===== config.mk =====
export PLATFORM = sky130hd
export DESIGN_NAME = display_scan_ctrl
export DESIGN_NICKNAME = d
export VERILOG_FILES = /design/src/rtl/display_scan_ctrl.sv
export SDC_FILE = /design/constraint.sdc
export NUM_CORES = 1
export LEC_CHECK = 0
export ABC_AREA = 0
export BUFFER_PORTS_ARGS = -buffer_cell sky130_fd_sc_hd__clkbuf_2
export CORE_UTILIZATION = 25
export DETAILED_ROUTE_END_ITERATION = 8
export PLACE_DENSITY_LB_ADDON = 0.05
export SKIP_CTS_REPAIR_TIMING = 1
export SYNTH_ARGS = -nofsm -noshare
export SYNTH_HDL_FRONTEND = slang
export SYNTH_SLANG_ARGS = --single-unit

===== constraint.sdc =====
create_clock -name clk_in -period 3.58 [get_ports clk_in]
set_input_delay 0.358 -clock clk_in [delete_from_list [all_inputs] [get_ports clk_in]]
set_output_delay 0.358 -clock clk_in [all_outputs]
set_load 0.02 [all_outputs]

===== src/rtl/display_scan_ctrl.sv =====
// display_scan_ctrl: seven-segment digit multiplexer.
// Rotates a digit slot, frame-latches the word, drives active-low anodes.
//
// Ports:
//   clk_in     system clock, rising edge
//   reset      synchronous active-low reset
//   enable     high runs the scan, low freezes it and blanks
//   digits_in  display word, nibble i is digit i
//   digit_en   per-digit visibility mask
//   lz_blank   leading-zero blanking enable
//   anode_n    active-low anodes, at most one low
//   digit_sel  index of the current slot
//   nibble_out nibble of the current slot from the frame latch
//   slot_tick  one-cycle pulse on the first cycle of each slot
module display_scan_ctrl #(
  parameter int N_DIGITS     = 8,
  parameter int SCAN_DIV     = 100000,
  parameter int BLANK_CYCLES = 16
) (
  input  logic                        clk_in,
  input  logic                        reset,
  input  logic                        enable,
  input  logic [4*N_DIGITS-1:0]       digits_in,
  input  logic [N_DIGITS-1:0]         digit_en,
  input  logic                        lz_blank,
  output logic [N_DIGITS-1:0]         anode_n,
  output logic [$clog2(N_DIGITS)-1:0] digit_sel,
  output logic [3:0]                  nibble_out,
  output logic                        slot_tick
);

  localparam int IW = $clog2(N_DIGITS);
  localparam int CW = $clog2(SCAN_DIV);

  localparam logic [CW-1:0] CNT_LAST = CW'(SCAN_DIV - 1);
  localparam logic [IW-1:0] IDX_LAST = IW'(N_DIGITS - 1);
  localparam logic [N_DIGITS-1:0] ONE = N_DIGITS'(1);

  logic [CW-1:0]         cnt;
  logic [IW-1:0]         idx;
  logic [4*N_DIGITS-1:0] frame;
  logic [N_DIGITS-1:0]   vis;

  logic                  latch;
  logic                  in_gap;
  logic                  zero_run;
  logic [4*N_DIGITS-1:0] frame_nx;
  logic [N_DIGITS-1:0]   vis_new;
  logic [N_DIGITS-1:0]   vis_nx;
  logic [3:0]            nib_nx;

  // Latch only on an enabled slot-0 start so a frozen scan keeps
  // showing the held word.
  assign latch    = enable && (cnt == '0) && (idx == '0);
  assign frame_nx = latch ? digits_in : frame;
  assign vis_nx   = latch ? vis_new : vis;
  assign in_gap   = 32'(cnt) < 32'(BLANK_CYCLES);
  assign nib_nx   = frame_nx[{idx, 2'b00} +: 4];

  // Walk from the top digit down; zero_run stays set while every
  // nibble from the top to i is zero.
  always_comb begin
    zero_run = 1'b1;
    vis_new  = '0;
    for (int i = N_DIGITS - 1; i >= 0; i--) begin
      zero_run   = zero_run & (digits_in[4*i +: 4] == 4'h0);
      vis_new[i] = digit_en[i] & ~(lz_blank & (i != 0) & zero_run);
    end
  end

  always_ff @(posedge clk_in) begin
    if (!reset) begin
      cnt        <= '0;
      idx        <= '0;
      frame      <= '0;
      vis        <= '0;
      anode_n    <= '1;
      digit_sel  <= '0;
      nibble_out <= '0;
      slot_tick  <= 1'b0;
    end else begin
      frame      <= frame_nx;
      vis        <= vis_nx;
      digit_sel  <= idx;
      nibble_out <= nib_nx;
      if (enable) begin
        slot_tick <= (cnt == '0);
        // One register drives all anodes, so slot changes never overlap.
        anode_n   <= (!in_gap && vis_nx[idx]) ? ~(ONE << idx) : '1;
        if (cnt == CNT_LAST) begin
          cnt <= '0;
          idx <= (idx == IDX_LAST) ? '0 : idx + IW'(1);
        end else begin
          cnt <= cnt + CW'(1);
        end
      end else begin
        anode_n   <= '1;
        slot_tick <= 1'b0;
      end
    end
  end

endmodule


### Word level (Yosys, flattened, before mapping)

Cells that the tools add are included.

* $add $sub $neg: 2
* $lt $le $gt $ge: 2
* equal/unequal tests: 2
* shift-type cells: 2
* muxes and demuxes: 6
* bitwise logic cells: 28
* reduce and logical (&&, ||, !) cells: 16

Operators by type and width (count)
* 32-bit two-way mux: 1
* 32-bit by 6-bit variable part select with 4-bit output: 1
* 4-bit logical NOT: 7
* 1-bit bitwise AND: 20
* 17-bit by 1-bit adder with 17-bit output, second input constant: 1
* 17-bit == test, second input constant: 1
* 17-bit logical NOT: 1
* 17-bit by 5-bit less-than comparator with 1-bit output, second input constant: 1
* 17-bit two-way mux: 1
* 8-bit two-way mux: 1
* 8-bit inverter: 1
* 1-bit by 3-bit << shifter with 8-bit output, first input constant: 1
* 1-bit inverter: 7
* 3-bit by 4-bit less-than comparator with 1-bit output, second input constant: 1
* 2-bit AND reduction: 2
* 3-bit by 1-bit adder with 3-bit output, second input constant: 1
* 1-bit binary-select mux with 3-bit select: 1
* 3-bit == test, second input constant: 1
* 1-bit logical AND: 3
* 3-bit logical NOT: 1
* 3-bit two-way mux: 1
* 3-bit AND reduction: 1
* 1-bit logical NOT: 1
* 1-bit two-way mux: 1

* bits in registers: 76
* bits of input ports: 44

### Depth between registers and ports, before layout

* depth in word-level cells: 15
* mapped depth: 11
* mapped depth without buffers: 8

### Least setup slack after synthesis

Ideal clock, no wire load.

* path type: reg2reg
* start point: reg idx[0]
* end point: reg anode_n[3]
* setup time: 0.146 ns
* arrival: 2.578 ns
* slack: 0.856 ns
* stages on the path, launching flop included: 12
* clock period less this slack: 2.724 ns
* cell sequence: dfxtp_1 inv_1 clkbuf_1 ha_1 nand2_1 nor3_4 and2_4 buf_8 buf_4 mux4_2 o22ai_1 o2111ai_1

* word-level cells in the longest chain between the ends: 7
* elaborated cells on any way between the ends: 9
* classes of those cells: shift: 1; mux: 3; bitwise: 1; reduce/logical: 4

Ends and longest elaborated chain
* start, declared: RTL line 40 `logic [IW-1:0] idx;`
* start signal, assigned: RTL line 92 `idx <= (idx == IDX_LAST) ? '0 : idx + IW'(1);`
* 3-bit logical NOT: RTL line 54 `assign latch = enable && (cnt == '0) && (idx == '0);`
* 1-bit logical AND: RTL line 54
* 8-bit two-way mux: RTL line 56 `assign vis_nx = latch ? vis_new : vis;`
* 1-bit binary-select mux with 3-bit select: RTL line 89 `anode_n <= (!in_gap && vis_nx[idx]) ? ~(ONE << idx) : '1;`
* 1-bit two-way mux (implied by the code): RTL line 89
* 1-bit logical AND: RTL line 89
* 3-bit AND reduction (no source line)
* end signal, assigned: RTL line 89
* end, declared: RTL line 26 `output logic [N_DIGITS-1:0] anode_n,`

Parallel ways exist; a longest one is shown, timed or not. The select of a mux whose other input is x is not followed.
A chain may end at the register's enable or synchronous reset.

### Worst setup path in the final report

* start point: reg cnt[0]
* end point: reg nibble_out[3]

* word-level cells in the longest chain between the ends: 5

Ends and longest elaborated chain
* start, declared: RTL line 39 `logic [CW-1:0] cnt;`
* start signal, assigned: RTL line 94 `cnt <= cnt + CW'(1);`
* 17-bit logical NOT: RTL line 54
* 1-bit logical AND (2 in series): RTL line 54
* 32-bit two-way mux: RTL line 55 `assign frame_nx = latch ? digits_in : frame;`
* 32-bit by 6-bit variable part select with 4-bit output: RTL line 58 `assign nib_nx = frame_nx[{idx, 2'b00} +: 4];`
* end signal, assigned: RTL line 85 `nibble_out <= nib_nx;`
* end, declared: RTL line 28 `output logic [3:0] nibble_out,`

Every way passes these cells.

==> impl_metrics.py <==
metrics = {
    "sta": {
        "tightest_slew_ns": 0.616,
        "layout_min_cycle_time_ns": 2.81,
        "timing_hold_violations_final": 0,
        "slew_viol_final": 0,
        "finalSetupTns_ns": 0,
        "fmax_ghz": 0.356,
        "relSlewSlack_pct": 58.8,
        "fin_ws_ns": 0.772,
        "fin_worst_skew_ns": 0.00696,
        "rsz0062_at_grt": "no",
        "period_share_pct": 78.4,
        "setup_viol": 0,
    },
    "detailed_routing": {
        "drtIter0Drc": 97,
        "ant_nets": 0,
        "drt-total-wl_um": 9390,
        "dr_total_vias": 2549,
        "wl_per_cell_um": 16.3,
        "firstDrtPassIters": 4,
        "drc": 0,
        "avgViaCountPerCell": 4.42,
    },
    "critical_path": {
        "crit_path_start_kind": "flop",
        "cpPeakStageDelay_ns": 0.56,
        "path_class": "reg2reg",
        "cp_max_fo": 34,
        "cp.required_ns": 3.85,
        "arrival_ns": 3.07,
        "path_delay_family": "simple AND/OR/NAND/NOR gates",
        "cp_num_buf_inv": 2,
        "cp-end-kind": "flop",
        "path_cells": "inv_1 > ha_1 > or3b_4 > nor3_4 > and2_4 > buf_4 > mux2i_1 > mux4_2 > o22ai_1",
        "crit_slowest_cell": "and2_4",
    },
    "grt": {
        "grt_pass1_vias": 2557,
        "track_usage_pct": 14.2,
        "antenna_found_initial": 0,
        "grt_max_degree": 37,
        "grt_pass1_wl_um": 14700,
        "overflow": 0,
    },
    "synth": {
        "synth_nets": 388,
        "synth_area_leaders": "dfxtp_1 45%, mux2i_1 10%, nor2b_1 6.4%",
        "synth_edf_count": 0,
        "yosysTopAreaCell": "dfxtp_1",
        "ys_ff_latch": 76,
        "seq_area_frac_synth_pct": 44.5,
        "synthFlopType": "dfxtp_1",
        "yosys_warnings": 0,
        "synth.distinct_cells": 42,
        "synth_area_um2": 3420,
        "syn_avg_cell_area_um2": 10.2,
        "synthCells": 336,
        "async_reset_ff_share_pct": 0,
        "yosysTopAreaCellShare_pct": 44.5,
    },
    "pwr": {
        "leakagePower_nw": 1.62,
        "power_density_nw_per_um2": 508,
        "ir_worst_vdd_v": 0.000243,
    },
    "cts": {
        "cts.reportedPaths.clkPinSlew_ns": 0.06,
        "cts_buffers": 9,
        "htree_levels": 3,
        "clock_latency_ns": 0.35,
        "cts_root_buf": "clkbuf_16",
        "clock-sinks": 76,
        "clock_path_buffers": 2,
        "cts_tree": "built",
    },
    "die": {
        "die_y_um": 119,
        "dieArea_um2": 14100,
        "start_util_pct": 25.7,
        "coreArea_um2": 13300,
        "io_pins": 60,
        "die_width_um": 119,
        "rows": 42,
    },
    "worst_hold_path": {
        "hold_class": "in2reg",
    },
    "final_layout": {
        "antennaDiodeCount": 0,
        "fill_cells": 1396,
        "final_nets": 448,
        "mostFrequentLayoutCells": "76 x dfxtp_1, 59 x clkbuf_2, 35 x mux2i_1, 35 x nor2b_1, 23 x nor2_1",
        "fin_area_um2": 4170,
        "area_delta_synth_final_pct": 22.0,
        "final_common_cell": "dfxtp_1",
        "final_cells": 577,
        "drive_gt1_share_pct": 23.7,
        "fin_util_pct": 31.3,
    },
    "placed_design": {
        "preCtsSetupSlack_ns": 0.760,
        "dp_cells": 561,
        "placed_area_um2": 3850,
        "place_congestion": 0.778,
        "io_buffers": 59,
        "hpwl_um": 6930,
    },
    "run_status": {
        "status": "completed",
    },
    "job": {
        "drv_cap": 0,
    },
}
layer usage:
metal / global-route usage (%) / wire, um / vias to the layer above
li1: - / - / 1298
met5: 0 / 0 / -
met4: 5.70 / 125 / 0
met2: 24.8 / 4770 / 62
met3: 4.74 / 461 / 8
met1: 15.7 / 4030 / 1181
worst paths after layout:
check | end | cells past startpoint | startpoint | slack, ns
max | nibble_out[3] | 9 | cnt[0] | 0.77
min | vis[7] | 3 | digit_en[7] | 0.28
max reg2reg | nibble_out[3] | 9 | cnt[0] | 0.77
min reg2reg | vis[6] | 2 | vis[6] | 0.46
cells in the mapped netlist (3+ instances only):
master and n:
buf_12 3, mux4_2 9, nor2_1 23, nand2_1 22
o22ai_1 5, o21ai_0 6, or3_1 4, a21boi_0 6
xor2_1 5, nand3_1 15, ha_1 8, clkbuf_1 10
mux2i_1 35, inv_1 11, and2_1 4, dfxtp_1 76
nor3_1 6, a21oi_1 4, xnor2_1 8, nor2b_1 35
nor4_1 6, nand4_1 9
worst reg2reg max path: stages, from the launching register on:
cell	delay, ns
dfxtp_1	0.34
inv_1	0.07
ha_1	0.12
or3b_4	0.39
nor3_4	0.24
and2_4	0.56
buf_4	0.31
mux2i_1	0.11
mux4_2	0.46
o22ai_1	0.13
flip-flops by register name, summed over array words and instances, names as in the netlist:
| name | flops |
|---|---|
| frame | 32 |
| nibble_out | 4 |
| cnt | 17 |
| anode_n | 8 |
| idx | 3 |
| digit_sel | 3 |
| vis | 8 |
| slot_tick | 1 |
where the power goes:
part | internal (mW) | leakage [nW] | switching (mW)
Combinational | 0.108 | 0.839 | 0.125
Clock | 0.626 | 0.159 | 0.359
Sequential | 0.888 | 0.620 | 0.0129
logic make-up after synthesis:
kind of cell | synth area share (%)
and+or+nand+nor | 21.6
DFF | 44.5
muxes | 16.5
AOI/OAI and AO/OA | 6.30
buffers and inverters | 4.83
xor gates and xnor gates | 3.33
adders and majority gates | 2.93
cell type report:
cell class	instances	area (um2)	area share, %
clock buffers	11	243	5.82
clock inverters	5	75.1	1.80
inverters	12	45.0	1.08
multi-input cells	233	1730	41.5
flip-flops and latches	76	1520	36.5
well taps	176	220	5.28
repair buffers	64	333	7.99
metrics by stage:
step | power (mW) | hold WS [ns]
global placement | 1.16 | 0.456
global route | 2.21 | 0.279
finish | 2.12 | 0.279
detailed placement | 1.16 | 0.458
floorplan | 1.10 | 0.440
CTS | 2.16 | 0.270
(Power assumes the default switching activity.)
